`src/rtl/rotary_pos_ctrl.sv`:
```
// Rotary-encoder position register with a fast-step switch, a debounced
// home button, and either modular wrap or saturation at the range bounds.
module rotary_pos_ctrl #(
    parameter int WIDTH      = 3,
    parameter int MIN_VAL    = 0,
    parameter int MAX_VAL    = 7,
    parameter int HOME_VAL   = 0,
    parameter int STEP_FAST  = 2,
    parameter int WRAP       = 1,
    parameter int DEB_CYCLES = 4
) (
    input  logic             clk,
    input  logic             reset,
    input  logic             rotary_event,
    input  logic             rotary_left,
    input  logic             pmod_sw,
    input  logic             pmod_btns,
    output logic [WIDTH-1:0] pos,
    output logic             pos_changed,
    output logic             at_limit,
    output logic             btn_level
);

    // Two guard bits keep pos+step and MAX+1+pos from overflowing.
    localparam int AW = WIDTH + 2;
    localparam int CW = $clog2(DEB_CYCLES + 1);

    localparam logic [AW-1:0]    MIN_A  = AW'(MIN_VAL);
    localparam logic [AW-1:0]    MAX_A  = AW'(MAX_VAL);
    localparam logic [AW-1:0]    ONE_A  = AW'(1);
    localparam logic [AW-1:0]    FAST_A = AW'(STEP_FAST);
    localparam logic [WIDTH-1:0] MIN_P  = WIDTH'(MIN_VAL);
    localparam logic [WIDTH-1:0] MAX_P  = WIDTH'(MAX_VAL);
    localparam logic [WIDTH-1:0] HOME_P = WIDTH'(HOME_VAL);
    localparam logic             LIM_HOME = (WRAP == 0) &&
                                            (HOME_VAL == MIN_VAL || HOME_VAL == MAX_VAL);

    logic [1:0]       sw_sync, btn_sync;
    logic             sw_s, btn_s;
    logic [CW-1:0]    deb_cnt, deb_cnt_nxt;
    logic             btn_nxt;
    logic             evt_q, rise;
    logic [AW-1:0]    pos_a, step_a, sum_a;
    logic [WIDTH-1:0] step_res, pos_nxt;

    assign sw_s  = sw_sync[1];
    assign btn_s = btn_sync[1];
    assign rise  = rotary_event & ~evt_q;

    // Two-flop synchronisers for the asynchronous switch and button.
    always_ff @(posedge clk or posedge reset) begin
        if (reset) begin
            sw_sync  <= 2'b00;
            btn_sync <= 2'b00;
        end else begin
            sw_sync  <= {sw_sync[0], pmod_sw};
            btn_sync <= {btn_sync[0], pmod_btns};
        end
    end

    // Debounce: count consecutive disagreeing cycles, flip level at DEB_CYCLES.
    always_comb begin
        btn_nxt     = btn_level;
        deb_cnt_nxt = '0;
        if (btn_s != btn_level) begin
            if (deb_cnt == CW'(DEB_CYCLES - 1)) begin
                btn_nxt = ~btn_level;
            end else begin
                deb_cnt_nxt = deb_cnt + CW'(1);
            end
        end
    end

    // Debounce state and event edge copy; copy resets high so a held event is ignored.
    always_ff @(posedge clk or posedge reset) begin
        if (reset) begin
            deb_cnt   <= '0;
            btn_level <= 1'b0;
            evt_q     <= 1'b1;
        end else begin
            deb_cnt   <= deb_cnt_nxt;
            btn_level <= btn_nxt;
            evt_q     <= rotary_event;
        end
    end

    // Next position: home has priority, otherwise a wrapped or clamped step on a rising edge.
    always_comb begin
        pos_a    = {2'b00, pos};
        step_a   = sw_s ? FAST_A : ONE_A;
        sum_a    = pos_a + step_a;
        step_res = pos;
        if (!rotary_left) begin
            if (sum_a > MAX_A) begin
                step_res = (WRAP != 0) ? WIDTH'(MIN_A + (sum_a - MAX_A - ONE_A)) : MAX_P;
            end else begin
                step_res = WIDTH'(sum_a);
            end
        end else begin
            if (pos_a < MIN_A + step_a) begin
                step_res = (WRAP != 0) ? WIDTH'((MAX_A + ONE_A + pos_a) - (MIN_A + step_a)) : MIN_P;
            end else begin
                step_res = WIDTH'(pos_a - step_a);
            end
        end

        pos_nxt = pos;
        if (btn_nxt) begin
            pos_nxt = HOME_P;
        end else if (rise) begin
            pos_nxt = step_res;
        end
    end

    // Position, change pulse and limit flag all register from the same next value.
    always_ff @(posedge clk or posedge reset) begin
        if (reset) begin
            pos         <= HOME_P;
            pos_changed <= 1'b0;
            at_limit    <= LIM_HOME;
        end else begin
            pos         <= pos_nxt;
            pos_changed <= (pos_nxt != pos);
            at_limit    <= (WRAP == 0) && (pos_nxt == MIN_P || pos_nxt == MAX_P);
        end
    end

endmodule
```
`config.mk`:
```
export PLATFORM = sky130hd
export DESIGN_NAME = rotary_pos_ctrl
export DESIGN_NICKNAME = d
export VERILOG_FILES = /design/src/rtl/rotary_pos_ctrl.sv
export SDC_FILE = /design/constraint.sdc
export NUM_CORES = 1
export LEC_CHECK = 0
export CAP_MARGIN = 20
export CORE_MARGIN = 2
export CORE_UTILIZATION = 40
export CTS_BUF_LIST = sky130_fd_sc_hd__clkbuf_2 sky130_fd_sc_hd__clkbuf_4 sky130_fd_sc_hd__clkbuf_8
export DETAILED_ROUTE_END_ITERATION = 6
export PLACE_DENSITY = 0.63
export SLEW_MARGIN = 20
export SYNTH_ARGS = -nofsm -noshare
export SYNTH_HDL_FRONTEND = slang
export SYNTH_SLANG_ARGS = --single-unit
```
`constraint.sdc`:
```
create_clock -name clk -period 5.2 [get_ports clk]
set_input_delay 0.52 -clock clk [delete_from_list [all_inputs] [get_ports clk]]
set_output_delay 0.52 -clock clk [all_outputs]
set_load 0.02 [all_outputs]
```
==> results of run 1 <==
## sequential cells by signal (all words and copies together) (netlist names)
| signal | cells |
|---|---|
| btn_sync | 2 |
| deb_cnt | 3 |
| sw_sync | 2 |
| evt_q | 1 |
| btn_level | 1 |
| pos | 3 |
| pos_changed | 1 |
## metal layers
metal	vias up	track usage (%)	wire (um)
met5	-	0	0
met4	0	1.82	0
met3	0	3.83	36
met2	7	17.0	360
met1	182	16.5	393
li1	182	-	-
## cells by family after synthesis
family	count (synthesis)	share of synthesized area, %
multiplexers	2	4.06
other	1	0.609
flip-flops	13	53.0
AO/OA/AOI/OAI	6	7.72
adder cells (fa/ha/maj)	5	12.6
XOR/XNOR	3	4.27
buffers and inverters	5	3.66
AND/OR/NAND/NOR	13	14.0
## power by group
group	switching, W	internal [W]	total, W
logic	0.0000856	0.0000902	0.000176
registers	0.0000249	0.000129	0.000153
clock network	0.0000297	0.0000348	0.0000645
## layout by cell type, fill, tap and decap left out, drive strengths merged, types with 2 or more instances in the layout
cell type       n
nor3b           2
clkbuf          4
o21ai           2
a21oi           2
nand3b          2
fa              2
dfrtp          12
xnor2           3
nor2            3
ha              3
a211oi          2
inv             4
clkdlybuf4s50  10
nor2b           2
## final cells by class
| class | instances | area [um^2] | area share (%) |
|---|---|---|---|
| inverter | 4 | 15.0 | 1.98 |
| timing repair buffer | 10 | 100 | 13.2 |
| tap | 16 | 20.0 | 2.64 |
| clock buffer | 4 | 30.0 | 3.96 |
| multi-input combinational | 30 | 267 | 35.1 |
| sequential | 13 | 327 | 43.1 |
## worst min-delay path by stage
stage                  endpoint  cells past startpoint
detailed placement   sw_sync[1]                      0
finish              btn_sync[1]                      0
floorplan           btn_sync[1]                      0
global placement     sw_sync[1]                      0
CTS                  sw_sync[1]                      0
global route        btn_sync[1]                      0
## through the flow
stage	cells	cell area [um^2]	total power (W)	utilization (%)	worst slack, ps
after floorplan	48	616	0.000274	-	3390
final	77	758	0.000394	51.5	3270
after detailed placement	73	728	0.000335	49.5	3330
after global placement	73	728	0.000332	49.5	3350
after CTS	77	758	0.000400	51.5	3250
after global routing	77	758	0.000427	51.5	3180
==> qor.txt, run 1 <==
Max Cap Violations - 0
Pre-antenna DRT Iters - 1
maximum VDD drop - 0.221 mV
Worst EP required - 4680 ps
Post-synth EDFFs - 0
FF-to-FF path depth - 8
Core Rows - 14
# hold bufs at CTS - 0
post-DP HPWL - 647 um
Max FO, Critical Path - 6
1st-iter DRT viols - 0
Post-route DRC - 0
antenna cells - 0
synth unique cells - 23
slowest CP cell - clkdlybuf4s50_1
hold path startpoint - btn_sync[0]
routed wire length - 789 um
share of the synthesized area in the top cell type - 48.8%
IO Count - 12
Clock Latency Late Sink - 260 ps
pin count of the biggest net entering global routing - 14
first-pass GRT wire length - 1.59 mm
Synth top cells by count - dfrtp_1, inv_1, ha_1, nor2_1, xnor2_1
Max stage delay on crit path - 650 ps
Crit path buffers/inverters - 1
CP endpoint - pos[1]
post-CTS setup buffers - 0
nature of the critical path endpoint - output port
total number of vias - 371
synthesized instance count - 48
RSZ-0062 raised after global routing - false
Worst Setup SP - pos[1]
Num CTS Buffers - 3
H-tree depth - 1
Syn Nets - 59
Async SR Flop Fraction - 100%
hold slack - 354 ps
CTS root buf - clkbuf_4
Hold Vio Cnt, Final - 0
Pwr Density - 519 mW/mm^2
TritonCTS clock tree - built
post-synthesis sequential area ratio - 53.0%
count leader, synth - dfrtp_1
Max Clk Rate - 519 MHz
GRT Total Usage - 11.4%
GRT overflow - 0
Final setup viols - 0
worst-path cell chain - clkdlybuf4s50_1
clk sinks - 13
CP Class - reg2out
Period minus WS final - 1930 ps
GP Congestion - 0.647
Synth area leader - dfrtp_1
#FFs+latches synth - 13
Worst Setup Start Kind - flop
Synth area leaders - dfrtp_1, fa_1, ha_1
syn avg cell area - 12.8 um^2
Die H - 43.2 um
status - finished clean
Hold Path Class - reg2reg
YS warnings - 0
Crit path depth - 1
cell family with most CP delay - buffers and inverters
CTS resizes - 0
vias in the first global route - 353
Critical R2R Launch - sw_sync[1]
DR WL/cell - 10.2 um
Clock transition at path regs - 80 ps
initial cell density of the core - 41.8%
Pins Over Slew Limit - 0
Clock Path Buffers - 2
I/O Buffers - 10
Lkg Pwr - 0.333 nW
Core Footprint - 0.00147 mm^2
die area - 0.00187 mm^2
synthesized cell area - 616 um^2
P&R area growth vs syn - 23.2%
fill count - 142
final setup TNS - 0 ps
final worst-path cycle share - 37.0%
Most used DFF post-synth - dfrtp_1
layout cell share with drive strength beyond 1 - 14.8%
via-per-instance ratio - 4.82
FF-to-FF End - pos_changed
Final #Nets - 73
Chip Width - 43.2 um
Routed Antenna Nets - 0
initial antenna violation count - 0
clk_skew - 3.72 ps
R2R setup slack - 3360 ps
Arr. time, crit path - 1410 ps
Power figures use the tool's default switching activity.
==> inputs of run 2 (changes only) <==
clock period = 1.95 ns   (was 5.2 ns; I/O delays follow)
==> run 2 against run 1 <==
Against the previous run: final area increased by 0.99%; non-clock buffer count unchanged; sequential cell count unchanged; power increased to 2.7 times the previous value; clock power increased to 2.6 times the previous value; count of clock-buffer cells in the layout unchanged; core utilization increased by 0.51 points; critical path depth increased by 7; worst hold slack got worse by 110 ps; global-route usage increased by 0.57 points; worst setup slack got worse by 3100 ps; largest power group unchanged.
==> qor.txt, run 2 (synthesized netlist as in run 1, its figures left out) <==
status - finished clean (unchanged)
Die H - 43.2 um (unchanged)
Worst Setup Start Kind - flop (unchanged)
CTS root buf - clkbuf_4 (unchanged)
Hold Path Class - in2async (was reg2reg)
GP Congestion - 0.682 (was 0.647)
nature of the critical path endpoint - flop (was output port)
CP Class - reg2reg (was reg2out)
IO Count - 12 (unchanged)
Arr. time, crit path - 1990 ps (was 1410 ps)
Psw - 0.000385 W (was 0.000140 W)
routed wire length - 785 um (was 789 um)
die area - 0.00187 mm^2 (unchanged)
I/O Buffers - 10 (unchanged)
top flop regs - deb_cnt: 3 flops, pos: 3 flops (unchanged)
met2 routed WL - 354 um (was 360 um)
Pins Over Slew Limit - 0 (unchanged)
first-pass GRT wire length - 1.63 mm (was 1.59 mm)
fill count - 144 (was 142)
total number of vias - 363 (was 371)
Max FO, Critical Path - 5 (was 6)
Max stage delay on crit path - 430 ps (was 650 ps)
Core Rows - 14 (unchanged)
Sequential Power Share - 38.0% (was 39.0%)
Core Footprint - 0.00147 mm^2 (unchanged)
Clock Latency Late Sink - 260 ps (about the same)
GRT Total Usage - 12.0% (was 11.4%)
Lkg Pwr - 0.331 nW (was 0.333 nW)
commonest non-fill, non-tap cells in the layout - dfrtp_1, clkdlybuf4s50_1, clkbuf_4 (was dfrtp_1, clkdlybuf4s50_1, inv_1, clkbuf_4)
1st-iter DRT viols - 3 (was 0)
antenna cells - 0 (unchanged)
final worst-path cycle share - 92.9%
Hold Vio Cnt, Final - 0 (unchanged)
Routed Antenna Nets - 0 (unchanged)
combinational share of power - 46.4% (was 44.6%)
Reg area - 327 um^2 (unchanged)
Period minus WS final - 1810 ps
Max Cap Violations - 0 (unchanged)
GRT overflow - 0 (unchanged)
slowest CP cell - dfrtp_1 (was clkdlybuf4s50_1)
Int Pwr - 0.000695 W (was 0.000254 W)
TritonCTS clock tree - built (unchanged)
Clock Path Buffers - 2 (unchanged)
Num CTS Buffers - 3 (unchanged)
Final #Nets - 73 (unchanged)
pin count of the biggest net entering global routing - 14 (unchanged)
DR WL/cell - 10.2 um (about the same)
initial antenna violation count - 0 (unchanged)
clk sinks - 13 (unchanged)
Post-route DRC - 0 (unchanged)
Highest Signal Layer - met4 (was met3)
most common cell after layout, fill and taps aside - dfrtp_1 (unchanged)
Clock transition at path regs - 70 ps (was 80 ps)
multi-input logic area - 274 um^2 (was 267 um^2)
final setup TNS - 0 ps (unchanged)
R2R setup slack - 140 ps (was 3360 ps)
Max Clk Rate - 552 MHz
clock group share of total power - 15.6% (was 16.4%)
maximum VDD drop - 0.743 mV (was 0.221 mV)
post-DP HPWL - 634 um (was 647 um)
initial cell density of the core - 41.8% (unchanged)
H-tree depth - 1 (unchanged)
CP most frequent cell - inv_1
Switching Share - 35.7% (was 35.6%)
vias in the first global route - 392 (was 353)
met1 wire length - 357 um (was 393 um)
P&R area growth vs syn - 24.4% (was 23.2%)
Chip Width - 43.2 um (unchanged)
Worst EP required - 2130 ps (was 4680 ps)
via-per-instance ratio - 4.71 (was 4.82)
clk_skew - 0.712 ps (was 3.72 ps)
Final setup viols - 0 (unchanged)
met3 wire len - 68 um (was 36 um)
Pre-antenna DRT Iters - 4 (was 1)
worst-path cell chain - inv_1, ha_1, inv_1, fa_1, mux2i_2, nand3b_1, a21oi_1, o21ai_0 (was clkdlybuf4s50_1)
Final Util - 52.0% (was 51.5%)
Pwr Density - 1410 mW/mm^2 (was 519 mW/mm^2)
layout cell share with drive strength beyond 1 - 19.7% (was 14.8%)
==> run 2: cell count changes in the layout (fill, tap and decap cells not counted) <==
| cell | delta |
|---|---|
| a21oi_1 | -1 |
| a21oi_2 | +1 |
| inv_1 | -1 |
| inv_2 | +1 |
| mux2i_1 | -1 |
| mux2i_2 | +1 |
==> run 2: worst max-delay path: cells and delay by family, from the launching register on <==
family	cells	cell delay, ps
compound gates	2	240
fa+ha+maj	2	600
buf+inv	2	120
flops	1	430
mux	1	200
simple gates	1	130
==> run 2: power groups by stage <==
| stage | clock, W | sequential (W) | combinational (W) |
|---|---|---|---|
| after CTS | 0.000176 | 0.000413 | 0.000478 |
| after global placement | 0 | 0.000413 | 0.000473 |
| after global routing | 0.000194 | 0.000425 | 0.000565 |
| final | 0.000168 | 0.000411 | 0.000501 |
| after detailed placement | 0 | 0.000418 | 0.000478 |
| after floorplan | 0 | 0.000469 | 0.000263 |
==> run 2: per-layer routing <==
| layer | track usage (%) | up-vias |
|---|---|---|
| met4 | 3.64 | 0 |
| met1 | 13.9 | 169 |
| met5 | 0 | - |
| li1 | - | 179 |
| met3 | 6.38 | 2 |
| met2 | 19.1 | 13 |
==> run 2: layout make-up <==
type | instances | share of cell area, %
Clock buffer | 4 | 3.92
Inverter | 4 | 1.96
Multi-Input combinational cell | 30 | 35.8
Sequential cell | 13 | 42.6
Tap cell | 16 | 2.61
Timing Repair Buffer | 10 | 13.1
==> run 2: metrics by stage <==
stage | hold slack (ps) | cells | worst slack, ps | total power [W] | instance area, um^2
after global routing | 284 | 77 | -6.10 | 0.00118 | 766
after detailed placement | 335 | 73 | 124 | 0.000896 | 728
after floorplan | 71.2 | 48 | 140 | 0.000732 | 616
after global placement | 335 | 73 | 125 | 0.000886 | 728
after CTS | 252 | 77 | 109 | 0.00107 | 758
final | 239 | 77 | 139 | 0.00108 | 766
==> run 2: what timing repair did <==
| action | 4_1_cts | 5_1_grt |
|---|---|---|
| hold buffers | 0 | 0 |
| gates resized for setup | 0 | 3 |
| setup endpoints to repair | 0 | 1 |
| setup buffers | 0 | 0 |
==> run 2: path summary, 6_finish.rpt <==
path                               endpoint  cells after the start       start
worst max-delay path            pos_changed                      8      pos[0]
worst min-delay path            btn_sync[1]                      2       reset
worst max register to register  pos_changed                      8      pos[0]
worst min register to register   sw_sync[1]                      0  sw_sync[0]
max in group asynchronous             evt_q                      2       reset
min in group clk                 sw_sync[1]                      0  sw_sync[0]
==> inputs of run 3 (changes only) <==
CAP_MARGIN = unset   (was 20)
==> results of run 3 <==
Same layout as run 2: the final DEF is identical, and so are final timing and power.
==> RTL edit 1: new RTL, config.mk and constraints of run 2 <==
Change the parameter `WRAP` from 1 to 0.
--- a/src/rtl/rotary_pos_ctrl.sv
+++ b/src/rtl/rotary_pos_ctrl.sv
@@ -6,7 +6,7 @@
     parameter int MAX_VAL    = 7,
     parameter int HOME_VAL   = 0,
     parameter int STEP_FAST  = 2,
-    parameter int WRAP       = 1,
+    parameter int WRAP       = 0,
     parameter int DEB_CYCLES = 4
 ) (
     input  logic             clk,
Check against the original RTL: not equivalent (a bounded check fails within 4 cycles, from zero or initial values and one cycle with reset high).
==> RTL edit 1 against run 2 <==
  * The flow now finishes with violations (negative setup slack)
  * Routed wire length grew 140%
  * Clock skew increased by 0.0036 ns
  * Final area increased by 58%
  * Sequential cell count is 1 higher
  * Largest power group unchanged
  * Die area grew 40%
  * Global-route usage increased by 4.2 points
  * Cell count up 70%
  * Synthesized area is 44% higher
  * Total power rose by 42%
  * Worst setup slack worse by 0.16 ns
==> RTL edit 1: results (changes against run 2) <==
outcome: "finished with violations"  # was completed
violations: "negative setup slack"
r2r-start: "sw_sync[1]$_DFF_PP0_"  # was pos[0]$_DFF_PP0_
final_net_count: 117  # was 73
skew_ns: 0.00430  # was 0.000712 ns
drive_above_1_share_pct: 37.9  # was 19.7%
met2_usage_pct: 26.8  # was 19.1%
setup_ws_ns: -0.0231  # was 0.139 ns
crit_fanout: 3  # was 5
grtUsageTotal_pct: 16.2  # was 12.0%
syn-num-nets: 92  # was 59
irDropWorstVdd_mv: 0.823  # was 0.743 mV
grt_pass1_wl_mm: 3.08  # was 1.63 mm
setup_viol: 1  # was 0
use_met3_pct: 4.09  # was 6.38%
ys_seq_area_share_pct: 39.8  # was 53.0%
routed_wl_mm: 1.87  # was 785 um
portBuffers: 11  # was 10
r2r-end: "at_limit$_DFF_PP1_"  # was pos_changed$_DFF_PP0_
use_met1_pct: 20.4  # was 13.9%
synth.area.top_cells: "dfrtp_1, ha_1, dfstp_2"  # was dfrtp_1, fa_1, ha_1
timing.hold.ws_ns: 0.241  # was 0.239 ns
clkLatencyLatePin_ns: 0.28  # was 0.26 ns
first_iter_violations: 9  # was 3
leakage_uw: 0.000489  # was 0.000331 uW
RTL edit 1: through the flow:
stage	instances	utilization [%]	power (uW)	instance area, um^2
2_1_floorplan	79	-	944	891
4_1_cts	131	55.3	1510	1190
3_3_place_gp	125	50.3	1200	1080
6_report	131	56.3	1540	1210
5_1_grt	131	56.3	1650	1210
3_5_place_dp	125	50.3	1210	1080
RTL edit 1: cell families (layout without fill, tap and decap cells):
kind of cell             Yosys count  after routing  synth area share, %
XOR/XNOR                           1              1                0.989
adder cells (fa/ha/maj)            7              7                 11.6
flip-flops                        14             14                 39.8
multiplexers                       5              5                 6.78
AND/OR/NAND/NOR                   26             26                 20.3
AO/OA/AOI/OAI                     16             16                 14.1
buffers and inverters             10             34                 6.36
RTL edit 1: area by class of cell:
cell class / count / area share [%]
Clock buffer: 4 / 3.00
Inverter: 7 / 2.17
Multi-Input combinational cell: 55 / 45.4
Timing Repair Buffer: 23 / 17.2
Tap cell: 28 / 2.90
Sequential cell: 14 / 29.4
RTL edit 1: worst max-delay path by stage:
stage / slack, ns / end / startpoint / cells past startpoint
floorplan: 0.01 / at_limit$_DFF_PP1_ / pos[0]$_DFF_PP0_ / 8
global placement: 0.02 / pos_changed$_DFF_PP0_ / pos[0]$_DFF_PP0_ / 8
detailed placement: -0.05 / at_limit$_DFF_PP1_ / pos[0]$_DFF_PP0_ / 8
CTS: -0.02 / at_limit$_DFF_PP1_ / sw_sync[1]$_DFF_PP0_ / 8
global route: -0.14 / at_limit$_DFF_PP1_ / sw_sync[1]$_DFF_PP0_ / 8
finish: -0.02 / at_limit$_DFF_PP1_ / sw_sync[1]$_DFF_PP0_ / 8
RTL edit 1: worst reg2reg max path, cell delays in order (launching register included):
cell and delay [ns]:
dfrtp_1 0.37, inv_2 0.06, buf_6 0.13, ha_4 0.15, fa_1 0.51, nor2_2 0.06
and3_4 0.15, nor4_4 0.25, mux2i_1 0.22
RTL edit 1: repair_timing:
action,4_1_cts,5_1_grt
pin swaps,7,6
buffers inserted,2,0
endpoints found under the setup margin,1,2
resized for setup,11,4
RTL edit 1: power breakdown:
group | switching, uW | internal (uW)
sequential | 70.2 | 378
combinational | 430 | 450
clock | 96.8 | 114
total | 597 | 942
RTL edit 1: per-layer routing:
metal | wire length (um) | up-vias
met5 | 0 | -
met4 | 0 | 0
met3 | 63 | 0
met2 | 947 | 14
met1 | 860 | 331
li1 | - | 327
==> RTL edit 2: new RTL, settings of run 2 <==
Without the edit above. Put one more register stage on the output `pos`, without a reset. The value now appears one clock later. The other outputs are not delayed to match.
--- a/src/rtl/rotary_pos_ctrl.sv
+++ b/src/rtl/rotary_pos_ctrl.sv
@@ -34,6 +34,8 @@
     localparam logic [WIDTH-1:0] HOME_P = WIDTH'(HOME_VAL);
     localparam logic             LIM_HOME = (WRAP == 0) &&
                                             (HOME_VAL == MIN_VAL || HOME_VAL == MAX_VAL);
+
+    logic [WIDTH-1:0] pos_s0;
 
     logic [1:0]       sw_sync, btn_sync;
     logic             sw_s, btn_s;
@@ -86,10 +88,10 @@
 
     // Next position: home has priority, otherwise a wrapped or clamped step on a rising edge.
     always_comb begin
-        pos_a    = {2'b00, pos};
+        pos_a    = {2'b00, pos_s0};
         step_a   = sw_s ? FAST_A : ONE_A;
         sum_a    = pos_a + step_a;
-        step_res = pos;
+        step_res = pos_s0;
         if (!rotary_left) begin
             if (sum_a > MAX_A) begin
                 step_res = (WRAP != 0) ? WIDTH'(MIN_A + (sum_a - MAX_A - ONE_A)) : MAX_P;
@@ -104,7 +106,7 @@
             end
         end
 
-        pos_nxt = pos;
+        pos_nxt = pos_s0;
         if (btn_nxt) begin
             pos_nxt = HOME_P;
         end else if (rise) begin
@@ -115,14 +117,18 @@
     // Position, change pulse and limit flag all register from the same next value.
     always_ff @(posedge clk or posedge reset) begin
         if (reset) begin
-            pos         <= HOME_P;
+            pos_s0      <= HOME_P;
             pos_changed <= 1'b0;
             at_limit    <= LIM_HOME;
         end else begin
-            pos         <= pos_nxt;
-            pos_changed <= (pos_nxt != pos);
+            pos_s0      <= pos_nxt;
+            pos_changed <= (pos_nxt != pos_s0);
             at_limit    <= (WRAP == 0) && (pos_nxt == MIN_P || pos_nxt == MAX_P);
         end
     end
 
+    always_ff @(posedge clk) begin
+        pos <= pos_s0;
+    end
+
 endmodule
Formal check against the unedited RTL: not equivalent (Yosys sat finds a counterexample within 4 cycles, from zero or initial values and one cycle with reset high).
==> RTL edit 2 against run 2 <==
  * Synthesized area rose by 9.8%
  * Synthesized cell count grew 6.3%
  * Worst setup slack got worse by 0.013 ns
  * Sequential cell count is 3 higher
  * Final area up 7.4%
  * Total power is 9.9% higher
  * Routed wire length rose by 14%
  * Largest power group is now registers
  * Highest routed layer unchanged
==> RTL edit 2: results (changes against run 2) <==
portBuffers: 10  # unchanged
synthTopCellsByCount: "dfrtp_1, inv_1"  # was dfrtp_1, inv_1, ha_1, nor2_1, xnor2_1
antenna_cells_inserted: 0  # unchanged
final_net_count: 76  # was 73
crit_slowest_cell: "dfrtp_1"  # unchanged
htreeDepth: 1  # unchanged
clk_pin_slew_ns: 0.09  # was 0.07 ns
ys_seq_area_share_pct: 57.2  # was 53.0%
grt_pass1_wl_mm: 1.50  # was 1.63 mm
r2r_cells: 8  # unchanged
fmax_mhz: 548  # was 552 MHz
cts_inserted_buffers: 3  # unchanged
synthDistinctLibCells: 24  # was 23
grt_max_degree: 14  # unchanged
crit_path_start: "pos_s0[0]$_DFF_PP0_"  # was pos[0]$_DFF_PP0_
outcome: "completed"  # unchanged
vias: 395  # was 363
dp_hpwl_um: 714  # was 634 um
timing.hold.ws_ns: 0.217  # was 0.239 ns
clkLatencyLatePin_ns: 0.28  # was 0.26 ns
syn-num-nets: 62  # was 59
first_iter_violations: 1  # was 3
gp_congestion: 0.669  # was 0.682
synth-async-reset-ratio_pct: 81.3  # was 100%
routed_wl_um: 895  # was 785 um
antenna_found_initial: 0  # unchanged
post_cts_resized: 0  # unchanged
worst_ep_arrival_time_ns: 1.98
skew_ns: 0.00295  # was 0.000712 ns
leakage_uw: 0.000355  # was 0.000331 uW
regToRegSetupSlack_ns: 0.13
dp_slack_ns: 0.0904  # was 0.124 ns
nFillCells: 143  # was 144
drt-pass1-iter-count: 2  # was 4
synth.area.top_cells: "dfrtp_1, dfxtp_1, fa_1"  # was dfrtp_1, fa_1, ha_1
r2r-start: "pos_s0[0]$_DFF_PP0_"  # was pos[0]$_DFF_PP0_
cts_root_buf: "clkbuf_4"  # unchanged
drive_above_1_share_pct: 17.2  # was 19.7%
top_regs: "deb_cnt (3), pos (3), pos_s0 (3)"  # was deb_cnt (3), pos (3)
grt_pass1_vias: 361  # was 392
hold_path_class: "input port to async pin"  # unchanged
grtUsageTotal_pct: 10.8  # was 12.0%
irDropWorstVdd_mv: 0.591  # was 0.743 mV
RTL edit 2: cell count changes after synthesis, sizes merged:
cell,delta
dfxtp,+3
RTL edit 2: logic make-up (layout without fill, tap and decap cells):
family,after synthesis,in the layout,share of synthesized area [%]
AO/OA/AOI/OAI,6,6,7.04
XOR/XNOR,3,3,3.89
adder cells (fa/ha/maj),5,5,11.5
buffers and inverters,5,18,3.33
flip-flops,16,16,57.2
multiplexers,2,2,3.70
other,1,1,0.555
AND/OR/NAND/NOR,13,13,12.8
RTL edit 2: layer usage:
metal  wire [um]  part of all wire, %  track usage (%)
met1         412                   46             12.9
met2         425                   47             16.6
met3          40                  4.5             3.60
met4          17                  1.9             7.06
met5           0                    0                0
RTL edit 2: through the flow:
stage	total power [uW]	instances	util, %	area [um^2]
global placement	982	76	51.1	788
floorplan	830	51	-	676
finish	1190	80	53.3	822
CTS	1190	80	53.1	818
detailed placement	997	76	51.1	788
global route	1270	80	53.3	822
RTL edit 2: critical path: cells and delay by family, from the launching register on:
| family | cells | cell delay, ns |
|---|---|---|
| compound gates | 2 | 0.23 |
| fa+ha+maj | 2 | 0.61 |
| buf+inv | 2 | 0.13 |
| flops | 1 | 0.43 |
| mux | 1 | 0.21 |
| simple gates | 1 | 0.10 |
RTL edit 2: area by class of cell:
class / count / share of cell area, %
inverters: 4 / 1.83
well taps: 16 / 2.44
clock buffers: 4 / 3.65
multi-input cells: 30 / 32.9
repair buffers: 10 / 12.2
flip-flops and latches: 16 / 47.0
RTL edit 2: where the power goes:
group	total (uW)	leakage, uW	switching [uW]	internal, uW
Sequential	503	0.000184	69.8	434
Combinational	497	0.000153	241	255
Clock	187	0.0000184	94.0	93.2
